File: config.mk
export PLATFORM = sky130hd
export DESIGN_NAME = anton_neopixel_stream
export DESIGN_NICKNAME = d
export VERILOG_FILES = /design/src/rtl/anton_neopixel_stream_pkg.sv /design/src/rtl/anton_neopixel_bit_timer.sv /design/src/rtl/anton_neopixel_stream.sv
export SDC_FILE = /design/constraint.sdc
export NUM_CORES = 1
export LEC_CHECK = 0
export ABC_AREA = 1
export CORE_MARGIN = 2
export CORE_UTILIZATION = 54
export DETAILED_ROUTE_END_ITERATION = 7
export GPL_ROUTABILITY_DRIVEN = 0
export PLACE_DENSITY = 0.75
export SLEW_MARGIN = 0
export SYNTH_ARGS = -nofsm -noshare
export SYNTH_HDL_FRONTEND = slang
export SYNTH_SLANG_ARGS = --single-unit
File: constraint.sdc
create_clock -name busClk -period 4.05 [get_ports busClk]
set_input_delay 1.215 -clock busClk [delete_from_list [all_inputs] [get_ports busClk]]
set_output_delay 1.215 -clock busClk [all_outputs]
set_load 0.02 [all_outputs]
File: src/rtl/anton_neopixel_stream_pkg.sv
// Timing defaults, FSM encoding and buffer address stepping
// shared by the NeoPixel frame streamer.
package anton_neopixel_stream_pkg;

  localparam int BUFFER_END_DEFAULT     = 1023;
  localparam int NEO_BIT_CYCLES_DEFAULT = 25;
  localparam int NEO_T0H_DEFAULT        = 8;
  localparam int NEO_T1H_DEFAULT        = 16;
  localparam int NEO_RESET_DEFAULT      = 1000;
  localparam int IX_W                   = 14;

  typedef enum logic [1:0] {
    ST_IDLE  = 2'd0,
    ST_PRIME = 2'd1,
    ST_BITS  = 2'd2,
    ST_LATCH = 2'd3
  } neo_state_e;

  // In 32-bit mode byte 3 of every word is padding and skipped
  function automatic logic [IX_W-1:0] next_ix(
    input logic [IX_W-1:0] ix,
    input logic            mode32
  );
    if (mode32 && ix[1:0] == 2'd2)
      return ix + IX_W'(2);
    return ix + IX_W'(1);
  endfunction

endpackage

File: src/rtl/anton_neopixel_bit_timer.sv
// Per-bit cycle counter and WS2812 high-time compare.
// The level is produced for the upcoming cycle so the output register adds no lag.
module anton_neopixel_bit_timer
  import anton_neopixel_stream_pkg::*;
#(
  parameter int BIT_CYCLES = NEO_BIT_CYCLES_DEFAULT,
  parameter int T0H_CYCLES = NEO_T0H_DEFAULT,
  parameter int T1H_CYCLES = NEO_T1H_DEFAULT
) (
  input  logic clk,
  input  logic rst_n,
  input  logic en,
  input  logic clear,
  input  logic bit_val,
  output logic bit_done,
  output logic level
);

  localparam int CW = $clog2(BIT_CYCLES + 1);

  logic [CW-1:0] cycle_cnt;
  logic [CW-1:0] cnt_next;
  logic [CW-1:0] thr;

  assign bit_done = en && cycle_cnt == CW'(BIT_CYCLES - 1);

  always_comb begin
    cnt_next = '0;
    if (en && !clear && !bit_done)
      cnt_next = cycle_cnt + CW'(1);
  end

  assign thr   = bit_val ? CW'(T1H_CYCLES) : CW'(T0H_CYCLES);
  assign level = cnt_next < thr;

  always_ff @(posedge clk) begin
    if (!rst_n)
      cycle_cnt <= '0;
    else
      cycle_cnt <= cnt_next;
  end

endmodule

File: src/rtl/anton_neopixel_stream.sv
// Walks the pixel buffer and serialises it as a WS2812 waveform.
// Define ANTON_NEOPIXEL_INVERT_EN to invert neoData (idle level 1).
module anton_neopixel_stream
  import anton_neopixel_stream_pkg::*;
#(
  parameter int BUFFER_END   = BUFFER_END_DEFAULT,
  parameter int BIT_CYCLES   = NEO_BIT_CYCLES_DEFAULT,
  parameter int T0H_CYCLES   = NEO_T0H_DEFAULT,
  parameter int T1H_CYCLES   = NEO_T1H_DEFAULT,
  parameter int RESET_CYCLES = NEO_RESET_DEFAULT,
  localparam int BUFFER_BITS = $clog2(BUFFER_END + 1)
) (
  input  logic                   busClk,
  input  logic                   busResetN,
  input  logic                   regCtrlRun,
  input  logic                   regCtrlInit,
  input  logic                   regCtrlLimit,
  input  logic                   regCtrl32bit,
  input  logic [12:0]            regMax,
  output logic [BUFFER_BITS-1:0] pixelIxComb,
  input  logic [7:0]             pixelByte,
  output logic                   streamSyncOf,
  output logic                   state,
  output logic                   neoData
);

  localparam int LW = $clog2(RESET_CYCLES + 1);
  localparam logic [IX_W-1:0] END_IX = IX_W'(BUFFER_END);
`ifdef ANTON_NEOPIXEL_INVERT_EN
  localparam logic INV = 1'b1;
`else
  localparam logic INV = 1'b0;
`endif

  if (!(T0H_CYCLES < T1H_CYCLES && T1H_CYCLES < BIT_CYCLES)) begin : g_bad_high
    $error("anton_neopixel_stream: need T0H < T1H < BIT_CYCLES");
  end
  if (BIT_CYCLES < 2 || RESET_CYCLES < 1) begin : g_bad_len
    $error("anton_neopixel_stream: BIT_CYCLES >= 2, RESET_CYCLES >= 1");
  end

  neo_state_e      fsm, fsm_n;
  logic [IX_W-1:0] cur_ix, cur_ix_n;
  logic [IX_W-1:0] last_ix, last_ix_n;
  logic [IX_W-1:0] nxt_ix, max_ix;
  logic [7:0]      shift, shift_n;
  logic [2:0]      bit_cnt, bit_cnt_n;
  logic [LW-1:0]   latch_cnt, latch_cnt_n;
  logic            primed, primed_n;
  logic            mode32, mode32_n;
  logic            bit_done, level;

  assign nxt_ix = next_ix(cur_ix, mode32);
  assign max_ix = {1'b0, regMax};

  // Prefetch the following byte for the whole duration of the current one
  assign pixelIxComb = (fsm == ST_BITS) ? nxt_ix[BUFFER_BITS-1:0] : '0;

  anton_neopixel_bit_timer #(
    .BIT_CYCLES (BIT_CYCLES),
    .T0H_CYCLES (T0H_CYCLES),
    .T1H_CYCLES (T1H_CYCLES)
  ) u_timer (
    .clk      (busClk),
    .rst_n    (busResetN),
    .en       (fsm == ST_BITS),
    .clear    (regCtrlInit),
    .bit_val  (shift_n[7]),
    .bit_done (bit_done),
    .level    (level)
  );

  always_comb begin
    fsm_n       = fsm;
    cur_ix_n    = cur_ix;
    last_ix_n   = last_ix;
    shift_n     = shift;
    bit_cnt_n   = bit_cnt;
    latch_cnt_n = latch_cnt;
    primed_n    = primed;
    mode32_n    = mode32;
    if (regCtrlInit) begin
      fsm_n       = ST_IDLE;
      cur_ix_n    = '0;
      shift_n     = '0;
      bit_cnt_n   = '0;
      latch_cnt_n = '0;
      primed_n    = 1'b0;
    end else begin
      unique case (fsm)
        ST_IDLE: if (regCtrlRun) begin
          last_ix_n = (regCtrlLimit && max_ix < END_IX) ? max_ix : END_IX;
          mode32_n  = regCtrl32bit;
          primed_n  = 1'b0;
          fsm_n     = ST_PRIME;
        end
        ST_PRIME: begin
          primed_n = 1'b1;
          if (primed) begin
            shift_n   = pixelByte;
            cur_ix_n  = '0;
            bit_cnt_n = 3'd7;
            primed_n  = 1'b0;
            fsm_n     = ST_BITS;
          end
        end
        ST_BITS: if (bit_done) begin
          if (bit_cnt != 3'd0) begin
            shift_n   = {shift[6:0], 1'b0};
            bit_cnt_n = bit_cnt - 3'd1;
          end else if (nxt_ix > last_ix) begin
            fsm_n       = ST_LATCH;
            latch_cnt_n = '0;
          end else begin
            cur_ix_n  = nxt_ix;
            shift_n   = pixelByte;
            bit_cnt_n = 3'd7;
          end
        end
        ST_LATCH: begin
          if (latch_cnt == LW'(RESET_CYCLES - 1)) begin
            fsm_n       = ST_IDLE;
            latch_cnt_n = '0;
          end else begin
            latch_cnt_n = latch_cnt + LW'(1);
          end
        end
        default: fsm_n = ST_IDLE;
      endcase
    end
  end

  always_ff @(posedge busClk) begin
    if (!busResetN) begin
      fsm          <= ST_IDLE;
      cur_ix       <= '0;
      last_ix      <= '0;
      shift        <= '0;
      bit_cnt      <= '0;
      latch_cnt    <= '0;
      primed       <= 1'b0;
      mode32       <= 1'b0;
      neoData      <= INV;
      streamSyncOf <= 1'b0;
      state        <= 1'b0;
    end else begin
      fsm          <= fsm_n;
      cur_ix       <= cur_ix_n;
      last_ix      <= last_ix_n;
      shift        <= shift_n;
      bit_cnt      <= bit_cnt_n;
      latch_cnt    <= latch_cnt_n;
      primed       <= primed_n;
      mode32       <= mode32_n;
      neoData      <= INV ^ (fsm_n == ST_BITS && level);
      // Sync lands in the final latch cycle so IDLE sees the updated run bit
      streamSyncOf <= fsm_n == ST_LATCH &&
                      latch_cnt_n == LW'(RESET_CYCLES - 1);
      state        <= fsm_n != ST_IDLE;
    end
  end

endmodule

# Yosys cells after proc, flatten, opt, wreduce, memory -nomap -nowiden
# Cells that the tools add are included.
dict set report totals {
  memories 0
  regBits 61
  output_inout_bits 13
  romBits 0
  input_bits 27
  latchBits 0
  ramBits 0
}
dict set report classes {
  mux 40
  order_cmp 3
  n_div 0
  mul 0
  add_sub_neg 5
  reduce_logical 19
  bitwise_logic 2
  eq_ne 15
  shifts 0
}
# cell count
set ops {}
lappend ops {{two-way mux 14 bit} 6}
lappend ops {{two-way mux 10 bit} 6}
lappend ops {{two-way mux 8 bit} 5}
lappend ops {{case mux 14 bit (2 select lines)} 1}
lappend ops {{equality test 10 bit (second input constant)} 2}
lappend ops {{case mux 10 bit (2 select lines)} 1}
lappend ops {{case mux 8 bit (2 select lines)} 1}
lappend ops {{adder 14 x 1 -> 14 bit (second input constant)} 1}
lappend ops {{adder 14 x 2 -> 14 bit (second input constant)} 1}
lappend ops {{greater-than comparator 14 bit} 1}
lappend ops {{two-way mux 2 bit} 7}
lappend ops {{< comparator 13 x 10 -> 1 bit (second input constant)} 1}
lappend ops {{two-way mux 13 bit} 1}
lappend ops {{two-way mux 3 bit} 4}
lappend ops {{adder 10 x 1 -> 10 bit (second input constant)} 1}
lappend ops {{equality test 2 bit (second input constant)} 5}
lappend ops {{two-way mux 5 bit} 2}
lappend ops {{inequality test 2 bit (second input constant)} 5}
lappend ops {{case mux 2 bit (4 select lines)} 1}
lappend ops {{logical AND 1 bit} 7}
lappend ops {{case mux 3 bit (2 select lines)} 1}
lappend ops {{nonzero test 2 bit} 3}
lappend ops {{adder 5 x 1 -> 5 bit (second input constant)} 1}
lappend ops {{equality test 5 bit (second input constant)} 1}
lappend ops {{15 further kinds} 19}

# Depth between registers and ports, before layout
# Gate-level depths: netlist (run 1).
dict set report logic_depth {
  depth_word 13
  mapped_depth 32
  ltp_nobuf 32
}

# Modules after synthesis
# Synthesis (run 1) repeated with hierarchy kept, for this count alone.
dict set report unflattened {
  hier_cells 569
  hier_area_um2 3784.9
}
# mod area_per_inst_um2 cells_each instances
set by_module_without_submodules {}
lappend by_module_without_submodules {anton_neopixel_stream 3480.8 530 1}
lappend by_module_without_submodules {anton_neopixel_bit_timer 304.0 39 1}

# Least setup slack after synthesis (run 1)
# OpenSTA, ideal clock, no wires.
dict set report synth_timing {
  kind {flip-flop to flip-flop}
  from {reg cur_ix[0]}
  to {reg neoData}
  path_stages_with_launch 27
  setup_time_ps 70
  slack_ps 1008
  required_ps 3980
  arrival_ps 2972
  path_cell_list {dfxtp_1 > inv_2 > ha_1 > nand2_2 > a21boi_2 > nand2_2 > nor3_4 > xor2_1 > ha_1 > a21oi_1 > o21a_1 > nand2_1 > nand2_1 > nand2_1 > nand2_1 > nand2_1 > nand2_1 > nand2_4 > nand2_1 > nand3_1 > nand2_1 > nand2_1 > nand2_1 > nand2_1 > ha_1 > nand3b_1 > a21oi_1}
}
dict set report synth_via {
  elab_chain_cells 13
  word_cells_on_any_way 22
  cone_classes {add/sub (2); order compare (2); eq/ne (2); mux (14); reduce/logical (2)}
}
# element line_no
set synth_rtl {}
lappend synth_rtl {{start: declaration} anton_neopixel_stream.sv:43} ;# logic [IX_W-1:0] cur_ix, cur_ix_n;
lappend synth_rtl {{start signal: assignment} anton_neopixel_stream.sv:148} ;# cur_ix <= cur_ix_n;
lappend synth_rtl {{parallel branches: the longest is 3 deep, another holds adder 14 x 2 -> 14 bit} --}
lappend synth_rtl {{two-way mux 14 bit *} anton_neopixel_stream_pkg.sv:26} ;# return ix + IX_W'(1);
lappend synth_rtl {{greater-than comparator 14 bit *} anton_neopixel_stream.sv:111} ;# end else if (nxt_ix > last_ix) begin
lappend synth_rtl {{two-way mux 8 bit} anton_neopixel_stream.sv:111}
lappend synth_rtl {{two-way mux 8 bit} anton_neopixel_stream.sv:108} ;# if (bit_cnt != 3'd0) begin
lappend synth_rtl {{two-way mux 8 bit} anton_neopixel_stream.sv:107} ;# ST_BITS: if (bit_done) begin
lappend synth_rtl {{case mux 8 bit (2 select lines)} anton_neopixel_stream.sv:90} ;# unique case (fsm)
lappend synth_rtl {{two-way mux 8 bit} anton_neopixel_stream.sv:82} ;# if (regCtrlInit) begin
lappend synth_rtl {{two-way mux 5 bit} anton_neopixel_bit_timer.sv:33} ;# assign thr = bit_val ? CW'(T1H_CYCLES) : CW'(T0H_CYCLES);
lappend synth_rtl {{< comparator 5 bit} anton_neopixel_bit_timer.sv:34} ;# assign level = cnt_next < thr;
lappend synth_rtl {{logical AND 1 bit *} anton_neopixel_stream.sv:155} ;# neoData <= INV ^ (fsm_n == ST_BITS && level);
lappend synth_rtl {{end signal: assignment} anton_neopixel_stream.sv:155}
lappend synth_rtl {{end: declaration} anton_neopixel_stream.sv:24} ;# output logic neoData
# Mark *: on every way between the ends. The select of a mux whose other input is x is not followed.
# A chain may end at the register's enable or synchronous reset.

# Worst setup path after layout (run 1)
dict set report layout_timing {
  from {reg cur_ix[1]}
  to {out pixelIxComb[5]}
}
dict set report layout_via {
  elab_chain_cells 5
  word_cells_on_any_way 8
  cone_classes {add/sub (2); eq/ne (1); mux (4); reduce/logical (1)}
}
# element line_no
set layout_rtl {}
lappend layout_rtl {{parallel branches: the longest is 3 deep, another holds adder 14 x 2 -> 14 bit} --}
lappend layout_rtl {{two-way mux 14 bit *} anton_neopixel_stream_pkg.sv:26}
lappend layout_rtl {{two-way mux 10 bit *} anton_neopixel_stream.sv:57} ;# assign pixelIxComb = (fsm == ST_BITS) ? nxt_ix[BUFFER_BITS-1:0] : '0;
lappend layout_rtl {{end: declaration} anton_neopixel_stream.sv:20} ;# output logic [BUFFER_BITS-1:0] pixelIxComb,
# Marks and branches as above.

==> reports/metrics.sh, run 1 <==
FP.DIEAREA_SQ_UM=7820
PATH_CLASS='flop to primary output'
FF2FF_PATH_DEPTH=26
HOLD_SLACK_PS=456
MAX_CAP_VIOL_COUNT=0
PLACEABLECOREAREA_SQ_UM=6830
MEASURED_SLEW_AT_THE_WORST_SLEW_CHECK_PIN_PS=754
CLKTRANSATPATHREGS_PS=70
POWER-PER-CELL-AREA_nW_PER_UM2=294
WL_PER_CELL_UM=12.6
POST_SYNTH_NUM_CELL_TYPES=45
VIA_PER_INST=5.21
TIMING.RR.START='cur_ix[0]'
MOSTFREQUENTLAYOUTCELL='sky130_fd_sc_hd__nand2_1'
RUN_STATUS='completed'
TRITONCTS='built'
FINAL_CORE_UTILIZATION_PCT=66.2
PLACEMENTROWS=30
CTS_HOLD_BUF=0
SYNTH_SEQ_AREA_SHARE_PCT=31.2
PART_OF_THE_TOTAL_POWER_DISSIPATED_IN_THE_CLOCK_NETWORK_PCT=41.4
SYNTH-WARNING-COUNT=0
ANTENNA_FOUND_INITIAL=0
WIRE_LENGTH_OF_THE_FIRST_GLOBAL_ROUTING_PASS_UM=15500
SEQ_POWER_SHARE_PCT=46.0
WORST_SLACK_PS=307
ASYNC_SR_FLOP_FRACTION_PCT=0
DRC=0
DRIVE_ABOVE_1_SHARE_PCT=7.19
MAXIMUM_NUMBER_OF_PINS_ON_ONE_NET_BEFORE_GLOBAL_ROUTE_REPAIR=26
CRITICAL_PATH_AT_PS=2530
WORST-R2R-SETUP-SLACK_PS=500
DETAILED_ROUTE_ITER0_VIOLATIONS=183
CTS_POST_SETUP_BUFFERS_INSERTED=0
SKEW_PS=11.9
GLOBALROUTEOVERFLOWTOTAL=0
GRT_PASS1_VIAS=3359
NET_SWITCHING_FRACTION_OF_THE_POWER_PCT=26.1
TIMING_MAX_TRANSITION_VIOLATIONS_FINAL=0
TIMING.FINAL.CRIT_PERIOD_PS=3740
SYNTH_ENABLE_FLOP_CELLS=0
DRT-TOTAL-WL_UM=8920
POST_SYNTHESIS_NET_COUNT=619
SYNTH_AREA_PER_CELL_SQ_UM=6.80
FLOORPLAN.INITIALDENSITY_PCT=56.3
NUMBER_OF_HOLD_VIOLATIONS_IN_THE_FINAL_REPORT=0
ACHIEVABLE-FREQUENCY_MHz=267
SETUP_REPAIR_AFTER_GLOBAL_ROUTING_MISSED_ITS_MARGIN='no'
H_TREE_LEVELS=3
DP.FINAL_HPWL_UM=6630
CRIT_PATH_END_KIND='primary output'
FINALSETUPTNS_PS=0
WORST_MIN_DELAY_PATH_ENDPOINT='last_ix[11]'
MAX-SLEW-MARGIN-REL_PCT=49.5
SYN_TO_FINAL_GROWTH_PCT=17.6
POWER_FRAC_COMB_PCT=12.6
SYN_AREA_SQ_UM=3850
BOUNDARYPINS=40
LEAKAGE_nW=1.95
POWER_REPORT.INTERNAL_TOTAL_uW=982
SYNTH_FLOP_CELL='sky130_fd_sc_hd__dfxtp_1'
PLACEMENT.IO_BUFFERS=39
REPORT.FINAL.SETUP_VIOL=0
STARTPOINT_TYPE='flop'
CLOCK_INSERTION_DELAY_WORST_SKEW_PS=340
CHIPWIDTH_UM=88.4
TOTAL_SWITCHING_POWER_uW=347
DRT-PASS1-ITER-COUNT=5
RR_ENDPOINT='cur_ix[10]'
CLOCK_SINKS=60
POSTSYNTHCELLCOUNT=566
WORSTPATHMAXFANOUT=6
MAX-VDD-IR-DROP_mV=0.265
MAXIMUM_CLOCK_INSERTION_BUFFER_COUNT=2
TRACK_USAGE_PCT=25.0
CLOCK_ROOT_BUFFER='sky130_fd_sc_hd__clkbuf_8'
WHS_PATH_DEPTH=2
DIODES_INSERTED=0
PRE_CTS_SLACK_PS=535
HOLD_PATH.STARTPOINT='last_ix[11]'
CTS_MADE_BUFFERS=9
ROUTE.VIAS.TOTAL=3686
NNETSFINAL=661
FINAL_MIN_PERIOD_OVER_CLOCK_PERIOD_PCT=92.4
DIE_Y_UM=88.4
DRT.ANTENNA.VIOLATING_NETS=0
CRIT_REQUIRED_PS=2830
TIMING.HOLD.WORST.CLASS='flop to flop'
LAYOUT_COMMON_CELLS='115 x sky130_fd_sc_hd__nand2_1, 94 x sky130_fd_sc_hd__inv_1, 65 x sky130_fd_sc_hd__nor2_1'
SYNTH_SEQ_CELLS=60
-- registers in the layout (all words and copies together) (netlist names) --
name,count
cur_ix,14
last_ix,13
latch_cnt,10
shift,8
u_timer.cycle_cnt,5
bit_cnt,3
fsm,2
mode32,1
neoData,1
primed,1
state,1
streamSyncOf,1
-- metal layers --
metal | GRT usage (%) | up-vias | share of wire (%) | wire length [um]
met3 | 3.82 | 10 | 3.8 | 336
met1 | 34.0 | 1672 | 48 | 4250
met5 | 0 | - | 0 | 0
li1 | - | 1921 | - | -
met4 | 7.30 | 0 | 1.3 | 114
met2 | 41.1 | 83 | 47 | 4210
-- power groups by stage --
stage               Clock (mW)  Sequential (mW)  Combinational (mW)
floorplan                    0            0.623               0.111
global placement             0            0.624               0.164
detailed placement           0            0.624               0.167
CTS                      0.560            0.611               0.168
global route             0.588            0.612               0.188
finish                   0.550            0.611               0.168
-- Yosys cell counts (2+ instances only) --
cell / count / area share, %
sky130_fd_sc_hd__a21oi_1: 46 / 6.0
sky130_fd_sc_hd__a21oi_2: 4 / 0.91
sky130_fd_sc_hd__a221oi_1: 2 / 0.46
sky130_fd_sc_hd__a22o_1: 6 / 1.4
sky130_fd_sc_hd__a31oi_1: 8 / 1.3
sky130_fd_sc_hd__buf_6: 3 / 0.88
sky130_fd_sc_hd__clkbuf_1: 9 / 0.88
sky130_fd_sc_hd__clkinv_1: 2 / 0.20
sky130_fd_sc_hd__dfxtp_1: 60 / 31
sky130_fd_sc_hd__ha_1: 26 / 8.5
sky130_fd_sc_hd__inv_1: 94 / 9.2
sky130_fd_sc_hd__nand2_1: 115 / 11
sky130_fd_sc_hd__nand2_2: 4 / 0.65
sky130_fd_sc_hd__nand2_4: 2 / 0.59
sky130_fd_sc_hd__nand3_1: 19 / 2.5
sky130_fd_sc_hd__nand3b_1: 2 / 0.39
sky130_fd_sc_hd__nand4_1: 8 / 1.3
sky130_fd_sc_hd__nor2_1: 65 / 6.3
sky130_fd_sc_hd__nor3_1: 9 / 1.2
sky130_fd_sc_hd__nor4_1: 3 / 0.49
sky130_fd_sc_hd__o21ai_0: 34 / 4.4
sky130_fd_sc_hd__o21ai_1: 8 / 1.0
sky130_fd_sc_hd__o31ai_1: 7 / 1.4
sky130_fd_sc_hd__xnor2_1: 2 / 0.46
sky130_fd_sc_hd__xor2_1: 8 / 1.8
-- layout make-up --
| type | count | area [sq um] |
|---|---|---|
| fill | 656 | 2310 |
| multi-input combinational | 394 | 2200 |
| sequential | 60 | 1200 |
| timing repair buffer | 44 | 433 |
| inverter | 99 | 375 |
| clock buffer | 11 | 151 |
| tap | 96 | 120 |
| clock inverter | 4 | 48.8 |
-- worst max-delay path by stage --
stage	from	slack, ps	cells past startpoint	endpoint
after CTS	cur_ix[0]	160	13	pixelIxComb[8]
after floorplan	cur_ix[0]	1010	26	neoData
after global placement	cur_ix[0]	640	13	pixelIxComb[8]
after global routing	cur_ix[0]	140	28	neoData
final	cur_ix[1]	310	8	pixelIxComb[5]
after detailed placement	cur_ix[0]	540	13	pixelIxComb[8]
-- critical path, cell delays in order, from the launching register on --
cell and delay (ps):
sky130_fd_sc_hd__dfxtp_1 420, sky130_fd_sc_hd__ha_1 190, sky130_fd_sc_hd__nand2_2 110, sky130_fd_sc_hd__a21boi_2 240, sky130_fd_sc_hd__nand3_1 130, sky130_fd_sc_hd__nand2_1 80
sky130_fd_sc_hd__inv_1 50, sky130_fd_sc_hd__nor3_1 300, sky130_fd_sc_hd__clkdlybuf4s50_1 680
-- metrics by stage --
stage	std cells	power, mW	area [sq um]
global route	708	1.39	4530
detailed placement	693	0.791	4320
floorplan	566	0.734	3850
CTS	708	1.34	4520
global placement	693	0.787	4320
finish	708	1.33	4530
-- timing repair --
action	in CTS	in global routing
hold endpoints to repair	0	0
endpoints found under the setup margin	0	2
resized for setup	0	2
-- cell families after synthesis --
logic type                 Yosys count  share of synthesized area, %
AOI/OAI and AO/OA                  121                          18.6
adders and majority gates           26                          8.46
and+or+nand+nor                    237                          27.8
buffers and inverters              112                          11.7
DFF                                 60                          31.2
xor gates and xnor gates            10                          2.28
(Power assumes the default switching activity.)
==> inputs of run 2 (changes only) <==
--- a/config.mk
+++ b/config.mk
@@ -6,6 +6,7 @@
 export NUM_CORES = 1
 export LEC_CHECK = 0
 export ABC_AREA = 1
+export CORE_ASPECT_RATIO = 1.25
 export CORE_MARGIN = 2
 export CORE_UTILIZATION = 54
 export DETAILED_ROUTE_END_ITERATION = 7
==> run 2 against run 1 <==
Non-clock buffer count rose by 1. Critical path type unchanged. Routed wire length rose by 3.4%. Sequential cell count did not move.
==> reports/metrics.sh, run 2 (synthesis results as in run 1) <==
MAX-VDD-IR-DROP_mV=0.202
DIODES_INSERTED=0
CLOCK_SINKS=60
RUN_STATUS='completed'
CRIT_PATH_END='pixelIxComb[7]'
PLACEABLECOREAREA_SQ_UM=6930
GRT_PASS1_VIAS=3692
DRC=0
WORSTPATHMAXFANOUT=6
WL_PER_CELL_UM=13.1
CRITICAL_PATH_AT_PS=2510
RR_ENDPOINT='neoData'
MAXIMUM_CLOCK_INSERTION_BUFFER_COUNT=2
TRITONCTS='built'
DP.FINAL_HPWL_UM=6810
CLOCK_INSERTION_DELAY_WORST_SKEW_PS=350
PLACED_CELL_AREA_SQ_UM=4320
SYN_TO_FINAL_GROWTH_PCT=18.3
MOSTFREQUENTLAYOUTCELL='sky130_fd_sc_hd__nand2_1'
PLACEMENT.IO_BUFFERS=39
STARTPOINT_TYPE='flop'
TIMING.RR.START='cur_ix[1]'
FF2FF_PATH_DEPTH=25
CTS_POST_SETUP_BUFFERS_INSERTED=0
NNETSFINAL=662
NUMBER_OF_HOLD_VIOLATIONS_IN_THE_FINAL_REPORT=0
FINAL_MIN_PERIOD_OVER_CLOCK_PERIOD_PCT=91.9
H_TREE_LEVELS=3
DETAILED_ROUTE_ITER0_VIOLATIONS=173
TOP_REGS='cur_ix x14, last_ix x13, latch_cnt x10'
WORST-R2R-SETUP-SLACK_PS=450
PATH_CLASS='flop to primary output'
CLKTRANSATPATHREGS_PS=70
COMBINED_FLIP_FLOP_AND_LATCH_CELL_AREA_SQ_UM=1200
TOTAL_POWER_mW=1.37
LARGEST_REGISTER_FFS=14
CRIT_PATH_END_KIND='primary output'
ROUTE.VIAS.TOTAL=3763
FLOORPLAN.INITIALDENSITY_PCT=55.5
DRIVE_ABOVE_1_SHARE_PCT=7.49
MEASURED_SLEW_AT_THE_WORST_SLEW_CHECK_PIN_PS=696
POWER-PER-CELL-AREA_nW_PER_UM2=301
MAXIMUM_NUMBER_OF_PINS_ON_ONE_NET_BEFORE_GLOBAL_ROUTE_REPAIR=26
CTS_MADE_BUFFERS=9
FINAL_STD_CELL_AREA_NO_FILL_SQ_UM=4550
MULTIINPUTGATEAREA_SQ_UM=2200
CTS_HOLD_BUF=0
FILLER_CELL_COUNT=661
GLOBALROUTEOVERFLOWTOTAL=0
SKEW_PS=10.1
LAYOUT_COMMON_CELLS='115 x sky130_fd_sc_hd__nand2_1, 94 x sky130_fd_sc_hd__inv_1, 65 x sky130_fd_sc_hd__nor2_1'
FP.DIEAREA_SQ_UM=7820
LEAKAGE_nW=1.97
TIMING.FINAL.CRIT_PERIOD_PS=3720
TRACK_USAGE_PCT=25.0
TIMING.HOLD.WORST.CLASS='flop to flop'
MAX_CAP_VIOL_COUNT=0
ACHIEVABLE-FREQUENCY_MHz=269
REPORT.FINAL.SETUP_VIOL=0
PLACEMENTROWS=34
CRIT_REQUIRED_PS=2830
DRT-TOTAL-WL_UM=9220
SETUP_REPAIR_AFTER_GLOBAL_ROUTING_MISSED_ITS_MARGIN='no'
ANTENNA_FOUND_INITIAL=0
VIA_PER_INST=5.35
CHIPWIDTH_UM=79.5
BOUNDARYPINS=40
DRT-PASS1-ITER-COUNT=4
WIRE_LENGTH_OF_THE_FIRST_GLOBAL_ROUTING_PASS_UM=15700
LAYOUT.CELLS.NON_FILLER=704
MAX_FLOP_REGISTER='cur_ix'
CLOCK_ROOT_BUFFER='sky130_fd_sc_hd__clkbuf_8'
CRIT_START='cur_ix[1]'
DRT.ANTENNA.VIOLATING_NETS=0
TIMING_MAX_TRANSITION_VIOLATIONS_FINAL=0
FINALSETUPTNS_PS=0
MAX-SLEW-MARGIN-REL_PCT=53.4
DP.CELLS=688
HOLD_SLACK_PS=456
DIE_Y_UM=98.4
-- run 2: layer usage --
layer | track usage (%) | vias up | part of all wire [%]
met5 | 0 | - | 0
met1 | 28.2 | 1748 | 43
met2 | 45.0 | 82 | 51
li1 | - | 1915 | -
met4 | 10.5 | 0 | 2.1
met3 | 5.08 | 18 | 3.6
-- run 2: metrics by stage --
stage / utilization (%) / setup slack (ps)
floorplan: - / 1010
finish: 65.6 / 329
CTS: 65.5 / 106
global route: 65.6 / 35.4
detailed placement: 62.3 / 466
global placement: 62.3 / 570
-- run 2: critical path, stage by stage (launching register included) --
cell	delay [ps]
sky130_fd_sc_hd__dfxtp_1	420
sky130_fd_sc_hd__ha_1	190
sky130_fd_sc_hd__nand2_2	100
sky130_fd_sc_hd__a21boi_2	250
sky130_fd_sc_hd__nand2_2	130
sky130_fd_sc_hd__xor2_1	250
sky130_fd_sc_hd__inv_1	70
sky130_fd_sc_hd__nor2_1	130
sky130_fd_sc_hd__clkdlybuf4s50_1	620
-- run 2: timing repair --
item                                   in CTS  in global routing
gates resized for setup                     0                  3
endpoints found under the hold margin       0                  0
setup endpoints to repair                   0                  8
-- run 2: report_power, final --
part	internal, mW	total, mW	switching [mW]
Sequential	0.603	0.611	0.00750
Clock	0.350	0.588	0.237
Combinational	0.0664	0.172	0.106
Total	1.02	1.37	0.351
-- run 2: area by class of cell --
class | count | area share, %
multi-input combinational | 394 | 48.4
sequential | 60 | 26.4
timing repair buffer | 45 | 9.68
inverter | 99 | 8.25
clock buffer | 13 | 3.93
tap | 90 | 2.47
clock inverter | 3 | 0.935
-- run 2: worst min-delay path by stage --
stage / startpoint / end / slack (ps) / depth (start not counted)
finish: last_ix[11] / last_ix[11] / 460 / 2
global route: last_ix[10] / last_ix[10] / 490 / 2
CTS: last_ix[11] / last_ix[11] / 460 / 2
detailed placement: last_ix[11] / last_ix[11] / 450 / 2
global placement: last_ix[11] / last_ix[11] / 440 / 2
floorplan: last_ix[10] / last_ix[10] / 430 / 2
